<file path="config.mk">
export PLATFORM = sky130hd
export DESIGN_NAME = cache_line_fill
export DESIGN_NICKNAME = d
export VERILOG_FILES = /design/src/rtl/cache_line_fill.sv
export SDC_FILE = /design/constraint.sdc
export NUM_CORES = 1
export LEC_CHECK = 0
export BUFFER_PORTS_ARGS = -buffer_cell sky130_fd_sc_hd__buf_2
export CAP_MARGIN = 15
export CORE_ASPECT_RATIO = 0.9
export CORE_MARGIN = 2
export CORE_UTILIZATION = 52
export CTS_CLUSTER_SIZE = 28
export DETAILED_ROUTE_END_ITERATION = 8
export PLACE_DENSITY = 0.79
export SYNTH_ARGS = -nofsm -noshare
export SYNTH_HDL_FRONTEND = slang
export SYNTH_SLANG_ARGS = --single-unit
</file>
<file path="constraint.sdc">
create_clock -name clk -period 2.6 [get_ports clk]
set_clock_uncertainty 0.2 [all_clocks]
set_input_delay 0.13 -clock clk [delete_from_list [all_inputs] [get_ports clk]]
set_output_delay 0.13 -clock clk [all_outputs]
set_load 0.005 [all_outputs]
</file>
<file path="src/rtl/cache_line_fill.sv">
// cache_line_fill
// ---------------------------------------------------------------------------
// ROM-side responder for instruction-cache line fills. On an accepted fetch
// request it reads LINE_BYTES consecutive ROM bytes (line-aligned base
// address) using the rom_rd/romrdy handshake, writes each byte into the
// cache RAM at {line, byte}, and then pulses tag_set_en/fill_done so the
// front end can mark the line valid. fill_abort cancels a fill at any point
// and the tag is then never set.
//
// Ports:
//   clk, rst_n                  clock, asynchronous active-low reset
//   fetch_req, fill_line,       fill request (sampled in IDLE only), line
//   fill_addr                   index and ROM address of the missed byte
//   fill_abort                  cancel any fill in progress
//   rom_rd, rom_addr            ROM read request and byte address
//   romrdy, rom_data            ROM data valid strobe and data
//   cache_we, cache_waddr,      cache RAM write port
//   cache_wdata
//   tag_set_en, tag_set         one-cycle tag-valid strobe and line index
//   fill_busy, fill_done        busy level (non-IDLE), completion pulse
// ---------------------------------------------------------------------------
module cache_line_fill #(
  parameter int LINE_BYTES = 8,
  parameter int NUM_LINES  = 64
) (
  input  logic                                          clk,
  input  logic                                          rst_n,
  input  logic                                          fetch_req,
  input  logic [$clog2(NUM_LINES)-1:0]                  fill_line,
  input  logic [15:0]                                   fill_addr,
  input  logic                                          fill_abort,
  output logic                                          rom_rd,
  output logic [15:0]                                   rom_addr,
  input  logic                                          romrdy,
  input  logic [7:0]                                    rom_data,
  output logic                                          cache_we,
  output logic [$clog2(NUM_LINES)+$clog2(LINE_BYTES)-1:0] cache_waddr,
  output logic [7:0]                                    cache_wdata,
  output logic                                          tag_set_en,
  output logic [$clog2(NUM_LINES)-1:0]                  tag_set,
  output logic                                          fill_busy,
  output logic                                          fill_done
);

  localparam int CW = $clog2(LINE_BYTES);
  localparam int LW = $clog2(NUM_LINES);
  localparam logic [15:0]   BASE_MASK = ~16'(LINE_BYTES - 1);
  localparam logic [CW-1:0] LAST_BYTE = CW'(LINE_BYTES - 1);

  typedef enum logic [1:0] {IDLE, REQ, WRITE, DONE} state_t;

  state_t            state_q, state_d;
  logic [CW-1:0]     cnt_q, cnt_d;
  logic [15:0]       base_q, base_d;
  logic [LW-1:0]     line_q, line_d;
  logic              rom_rd_q, rom_rd_d;
  logic [15:0]       rom_addr_q, rom_addr_d;
  logic              cache_we_q, cache_we_d;
  logic [LW+CW-1:0]  cache_waddr_q, cache_waddr_d;
  logic [7:0]        cache_wdata_q, cache_wdata_d;
  logic              tag_set_en_q, tag_set_en_d;
  logic [LW-1:0]     tag_set_q, tag_set_d;
  logic              fill_busy_q, fill_busy_d;
  logic              fill_done_q, fill_done_d;
  logic [15:0]       rom_next;

  // Every output is a flop, so each branch computes what the outputs must
  // look like in the state being entered, not the state being left.
  always_comb begin
    state_d       = state_q;
    cnt_d         = cnt_q;
    base_d        = base_q;
    line_d        = line_q;
    rom_rd_d      = 1'b0;
    rom_addr_d    = rom_addr_q;
    cache_we_d    = 1'b0;
    cache_waddr_d = cache_waddr_q;
    cache_wdata_d = cache_wdata_q;
    tag_set_en_d  = 1'b0;
    tag_set_d     = tag_set_q;
    fill_done_d   = 1'b0;
    // 16-bit sum wraps naturally for a base at the top of the ROM space
    rom_next      = base_q + 16'(cnt_q) + 16'd1;

    case (state_q)
      IDLE: begin
        if (fetch_req && !fill_abort) begin
          base_d     = fill_addr & BASE_MASK;
          line_d     = fill_line;
          cnt_d      = '0;
          state_d    = REQ;
          rom_rd_d   = 1'b1;
          rom_addr_d = fill_addr & BASE_MASK;
        end
      end
      REQ: begin
        if (romrdy) begin
          cache_wdata_d = rom_data;
          cache_waddr_d = {line_q, cnt_q};
          cache_we_d    = 1'b1;
          state_d       = WRITE;
        end else begin
          // no timeout: hold the request until the ROM answers
          rom_rd_d = 1'b1;
        end
      end
      WRITE: begin
        if (cnt_q == LAST_BYTE) begin
          state_d      = DONE;
          tag_set_en_d = 1'b1;
          fill_done_d  = 1'b1;
          tag_set_d    = line_q;
        end else begin
          cnt_d      = cnt_q + 1'b1;
          state_d    = REQ;
          rom_rd_d   = 1'b1;
          rom_addr_d = rom_next;
        end
      end
      DONE: begin
        state_d = IDLE;
      end
      default: begin
        state_d = IDLE;
      end
    endcase

    // Abort overrides whatever the state logic decided, including a
    // same-cycle romrdy or the tag strobe of a completing fill.
    if (fill_abort && (state_q != IDLE)) begin
      state_d      = IDLE;
      rom_rd_d     = 1'b0;
      cache_we_d   = 1'b0;
      tag_set_en_d = 1'b0;
      fill_done_d  = 1'b0;
    end

    fill_busy_d = (state_d != IDLE);
  end

  always_ff @(posedge clk or negedge rst_n) begin
    if (!rst_n) begin
      state_q       <= IDLE;
      cnt_q         <= '0;
      base_q        <= '0;
      line_q        <= '0;
      rom_rd_q      <= 1'b0;
      rom_addr_q    <= '0;
      cache_we_q    <= 1'b0;
      cache_waddr_q <= '0;
      cache_wdata_q <= '0;
      tag_set_en_q  <= 1'b0;
      tag_set_q     <= '0;
      fill_busy_q   <= 1'b0;
      fill_done_q   <= 1'b0;
    end else begin
      state_q       <= state_d;
      cnt_q         <= cnt_d;
      base_q        <= base_d;
      line_q        <= line_d;
      rom_rd_q      <= rom_rd_d;
      rom_addr_q    <= rom_addr_d;
      cache_we_q    <= cache_we_d;
      cache_waddr_q <= cache_waddr_d;
      cache_wdata_q <= cache_wdata_d;
      tag_set_en_q  <= tag_set_en_d;
      tag_set_q     <= tag_set_d;
      fill_busy_q   <= fill_busy_d;
      fill_done_q   <= fill_done_d;
    end
  end

  assign rom_rd      = rom_rd_q;
  assign rom_addr    = rom_addr_q;
  assign cache_we    = cache_we_q;
  assign cache_waddr = cache_waddr_q;
  assign cache_wdata = cache_wdata_q;
  assign tag_set_en  = tag_set_en_q;
  assign tag_set     = tag_set_q;
  assign fill_busy   = fill_busy_q;
  assign fill_done   = fill_done_q;

endmodule
</file>
Word level (Yosys, flattened, before mapping)

Cells that the tools add are included.

Bits of input ports: 35
Flip-flop bits (word level): 67
Bits in latches: 0
Output and inout port bits: 44
Memories kept: 0
ROM bits: 0
RAM bits: 0
Word-level logic and storage cells: 54

Bitwise operators: 0
Equal/unequal tests: 6
$lt $le $gt $ge: 0
Reduce and logical (&&, ||, !) cells: 11
Shifts and indexed selects: 0
$add $sub $neg: 3
Muxes and demuxes: 22
Div/mod/pow operators: 0
Multiply operators: 0

Operators by type and width:

| kind                                                 | number |
|---|---|
| 2-to-1 mux 16 bit                                    | 2 |
| one-hot mux 16 bit (2 select lines)                  | 1 |
| adder 16 x 1 -> 16 bit (second input constant)       | 1 |
| adder 16 x 3 -> 16 bit                               | 1 |
| 2-to-1 mux 1 bit                                     | 10 |
| 2-to-1 mux 2 bit                                     | 4 |
| one-hot mux 2 bit (4 select lines)                   | 1 |
| 2-to-1 mux 3 bit                                     | 2 |
| one-hot mux 3 bit (2 select lines)                   | 1 |
| AND reduction 2 bit                                  | 3 |
| nonzero test 2 bit                                   | 3 |
| equality test 2 bit (second input constant)          | 2 |
| inequality test 2 bit (second input constant)        | 2 |
| adder 3 x 1 -> 3 bit (second input constant)         | 1 |
| equality test 3 bit (second input constant)          | 1 |
| one-hot mux 1 bit (3 select lines)                   | 1 |
| AND reduction 3 bit                                  | 1 |
| equality test 2 x 1 -> 1 bit (second input constant) | 1 |
| logical AND 1 bit                                    | 2 |
| logical NOT 2 bit                                    | 1 |
| logical NOT 1 bit                                    | 1 |

Logic depth before layout (Yosys ltp)

Depth after elaboration: 6
Gate-level depth with buffers: 7

Worst setup path before layout

Ideal clock, no wire load.

Kind: reg2reg
Start: register cnt_q[0]
End: register rom_addr_q[11] (netlist: rom_addr[11])
Slack: 0.717 ns
Arrival time: 1.550 ns
Path buffers: 1
Cell stages (with the launch flop): 8
Period minus slack after synthesis: 1.883 ns
Path through: dfrtp_1 > ha_1 > ha_1 > nor2_1 > nor2_4 > buf_6 > nand2_1 > o211ai_1

Longest elaborated chain between the ends: 4
Elaborated cells on any way between the ends: 7
Those cells by class: 2 x add/sub; 2 x eq/ne; 2 x mux; 1 x reduce/logical

RTL lines:

| what                                | RTL line | text |
|---|---|---|
| from (decl)                         | 53       | `logic [CW-1:0] cnt_q, cnt_d;` |
| from (signal assigned)              | 158      | `cnt_q <= cnt_d;` |
| adder 16 x 3 -> 16 bit              | 83       | `rom_next = base_q + 16'(cnt_q) + 16'd1;` |
| adder 16 x 1 -> 16 bit              | 83       |  |
| 2-to-1 mux 16 bit                   | 108      | `if (cnt_q == LAST_BYTE) begin` |
| one-hot mux 16 bit (2 select lines) | 85       | `case (state_q)` |
| to (signal assigned)                | 162      | `rom_addr_q <= rom_addr_d;` |
| to (decl)                           | 57       | `logic [15:0] rom_addr_q, rom_addr_d;` |

Parallel ways exist; a longest one is shown, timed or not. The select of a mux whose other input is x is not followed.
A chain may end at the register's enable or synchronous reset.

Final worst setup path

Start: register cnt_q[0]
End: register rom_addr_q[7] (netlist: rom_addr[7])

Same word-level chain as after synthesis.

==> results.json <==
{
  "setup-tns-final_ns": 0,
  "final_area_sq_um": 3790,
  "setup_viol": 0,
  "fin_nets": 410,
  "cts_tree": "built",
  "routedWlPerCell_um": 14.6,
  "rows": 25,
  "layout_common_cells": "75 x buf_2, 65 x nand2_1, 64 x dfrtp_1",
  "cpPeakStageDelay_ns": 0.45,
  "port_buffers": 75,
  "wl_mm": 6.48,
  "io_pins": 79,
  "cp_num_buf_inv": 0,
  "syn-instance-count": 263,
  "critical_path.endpoint_type": "flip-flop",
  "tightestPinTransition_ns": 0.821,
  "hp-class": "primary input to async pin",
  "synthArstFlopShare_pct": 100,
  "numCtsBuffers": 9,
  "htreeDepth": 3,
  "crit_family": "simple AND/OR/NAND/NOR gates",
  "insertion_delay_ns": 0.34,
  "regToRegSetupSlack_ns": 0.53,
  "grt_pass1_wl_mm": 10.7,
  "powerDensity_nw_per_um2": 728,
  "r2r.worst_path.cells": 6,
  "r2r-end": "rom_addr[7]$_DFFE_PN0P_",
  "final_common_cell": "buf_2",
  "synth_seq_cells": 64,
  "synth-edff-count": 0,
  "diodes": 0,
  "period_needed_ns": 2.07,
  "num_vias": 2260,
  "grt-ovfl-total": 0,
  "antenna_found_initial": 0,
  "ant_nets": 0,
  "dpl_cell_area_sq_um": 3280,
  "worst-setup-path-type": "flip-flop to flip-flop",
  "ctsResizeCount": 0,
  "synth_fp_nets": 300,
  "grt_pass1_vias": 2245,
  "cts_buffer_depth": 2,
  "finalHoldViolCount": 0,
  "rsz0062_at_grt": "false",
  "dpl.hpwl_mm": 4.17,
  "drive_above_1_share_pct": 35.5,
  "critPathRequiredTime_ns": 2.62,
  "clk_pin_slew_worst_paths_ns": 0.07,
  "cpMostUsedCell": "ha_1",
  "max_cap_viol_count": 0,
  "drc_errors": 0,
  "worst_setup_path_start_kind": "flip-flop",
  "worst-path-max-fanout": 17,
  "crit_chain": "ha_1 -> ha_1 -> nor2_1 -> nor2_4 -> a22oi_1 -> o21ai_0",
  "crit_arrival_ns": 2.09,
  "viasPerCell": 5.09,
  "slew_headroom_pct": 45.3,
  "globalplace.congestion": 0.789,
  "core_sq_um": 5290,
  "grtUsageTotal_pct": 23.9,
  "post_cts_buffers": 0,
  "slew_viol_final": 0,
  "drt_iter0_drc": 87,
  "cpMaxStageDelayCell": "dfrtp_1",
  "initial_core_util_pct": 54.5,
  "fin_util_pct": 71.8,
  "clock-sinks": 64,
  "critPathLaunch": "cnt_q[0]$_DFFE_PN0P_",
  "ctsHoldBuffers": 31,
  "ys_seq_area_share_pct": 55.6,
  "synth_area_per_cell_sq_um": 11.0,
  "synthToLayoutAreaGrowth_pct": 31.8,
  "fillers": 394,
  "grt_max_degree": 30,
  "ctsRootBufferMaster": "clkbuf_8",
  "die_area_sq_um": 6150,
  "synth_flop_cell": "dfrtp_1",
  "fmax_mhz": 483,
  "die_x_um": 82.5,
  "synth_area_sq_um": 2880,
  "outcome": "finished, final reports clean",
  "r2r_start": "cnt_q[0]$_DFFE_PN0P_",
  "firstDrtPassIters": 5,
  "yosys.cell_types.count": 39,
  "power.leakage_nw": 1.90,
  "fp.dieH_um": 74.6,
  "ys_warn_count": 0,
  "fin_crit_sh_pct": 79.6,
  "vdd_drop_max_mv": 0.557
}
==> flip-flops by register name, summed over array words and instances (netlist names) <==
register / cells
state_q: 2
tag_set: 6
base_q: 13
cnt_q: 2
rom_rd: 1
cache_wdata: 8
rom_addr: 14
fill_busy: 1
line_q: 6
fill_done: 1
cache_we: 1
cache_waddr: 9
==> power by group <==
part           leakage (nW)  internal (mW)  switching, mW  total [mW]
clock network         0.103          0.532          0.368       0.900
logic                 0.983          0.292          0.245       0.536
registers             0.810           1.19          0.138        1.33
total                  1.90           2.01          0.751        2.76
==> final cells by class <==
cell class                      instances  area (sq um)  area share (%)
Sequential cell                        64          1600            42.2
Clock inverter                          4          70.1            1.85
Inverter                                2          7.51           0.198
Clock buffer                           11           131            3.46
Multi-Input combinational cell        186          1180            31.2
Timing Repair Buffer                  110           716            18.9
Tap cell                               67          83.8            2.21
==> synth_stat cells, types with 2 or more instances <==
| master | number | area [sq um] |
|---|---|---|
| o21ai_2 | 7 | 61.3 |
| mux2_2 | 23 | 259 |
| ha_1 | 2 | 25.0 |
| nor2_1 | 18 | 67.6 |
| xor2_1 | 9 | 78.8 |
| o21ai_0 | 5 | 25.0 |
| a22o_1 | 2 | 17.5 |
| dfrtp_1 | 64 | 1600 |
| nand2b_4 | 2 | 27.5 |
| buf_6 | 4 | 45.0 |
| xnor2_1 | 4 | 35.0 |
| inv_1 | 2 | 7.51 |
| nand4_1 | 4 | 25.0 |
| o211ai_1 | 3 | 22.5 |
| o21ai_1 | 6 | 30.0 |
| nand2_1 | 65 | 244 |
| nor3_1 | 2 | 10.0 |
| a21oi_1 | 6 | 30.0 |
| a22oi_1 | 2 | 15.0 |
| nand3_1 | 9 | 45.0 |
| buf_4 | 3 | 22.5 |
| buf_2 | 3 | 15.0 |
| nor4_2 | 2 | 25.0 |
==> cell families (layout without fill, tap and decap cells) <==
| group | after synthesis | after routing | synth area share, % |
|---|---|---|---|
| simple gates | 115 | 115 | 19.8 |
| flops | 64 | 64 | 55.6 |
| compound gates | 33 | 33 | 7.52 |
| mux | 23 | 23 | 8.99 |
| xor+xnor | 13 | 13 | 3.95 |
| buf+inv | 13 | 127 | 3.26 |
| fa+ha+maj | 2 | 2 | 0.869 |
==> layer usage <==
metal  track usage (%)  up-vias  part of all wire [%]
met5                 0        -                     0
met4              7.78        0                   1.8
met3              10.1       12                   5.8
met2              37.7       55                    49
met1              29.8     1083                    43
li1                  -     1110                     -
==> worst max-delay path by stage <==
stage / to / cells after the start
2_1_floorplan: rom_addr[11]$_DFFE_PN0P_ / 7
3_3_place_gp: rom_addr[7]$_DFFE_PN0P_ / 6
3_5_place_dp: rom_addr[7]$_DFFE_PN0P_ / 6
4_1_cts: rom_addr[7]$_DFFE_PN0P_ / 6
5_1_grt: rom_addr[7]$_DFFE_PN0P_ / 6
6_report: rom_addr[7]$_DFFE_PN0P_ / 6
==> per-stage QoR <==
step / instances / setup slack [ns] / hold slack [ns] / power, mW
6_report: 444 / 0.529 / 0.147 / 2.76
2_1_floorplan: 263 / 0.717 / -0.366 / 1.61
4_1_cts: 444 / 0.520 / 0.162 / 2.78
3_3_place_gp: 398 / 0.540 / -0.00948 / 1.82
5_1_grt: 444 / 0.348 / 0.213 / 2.93
3_5_place_dp: 398 / 0.535 / -0.00259 / 1.85
No activity file was read; power rests on OpenSTA's default activity.
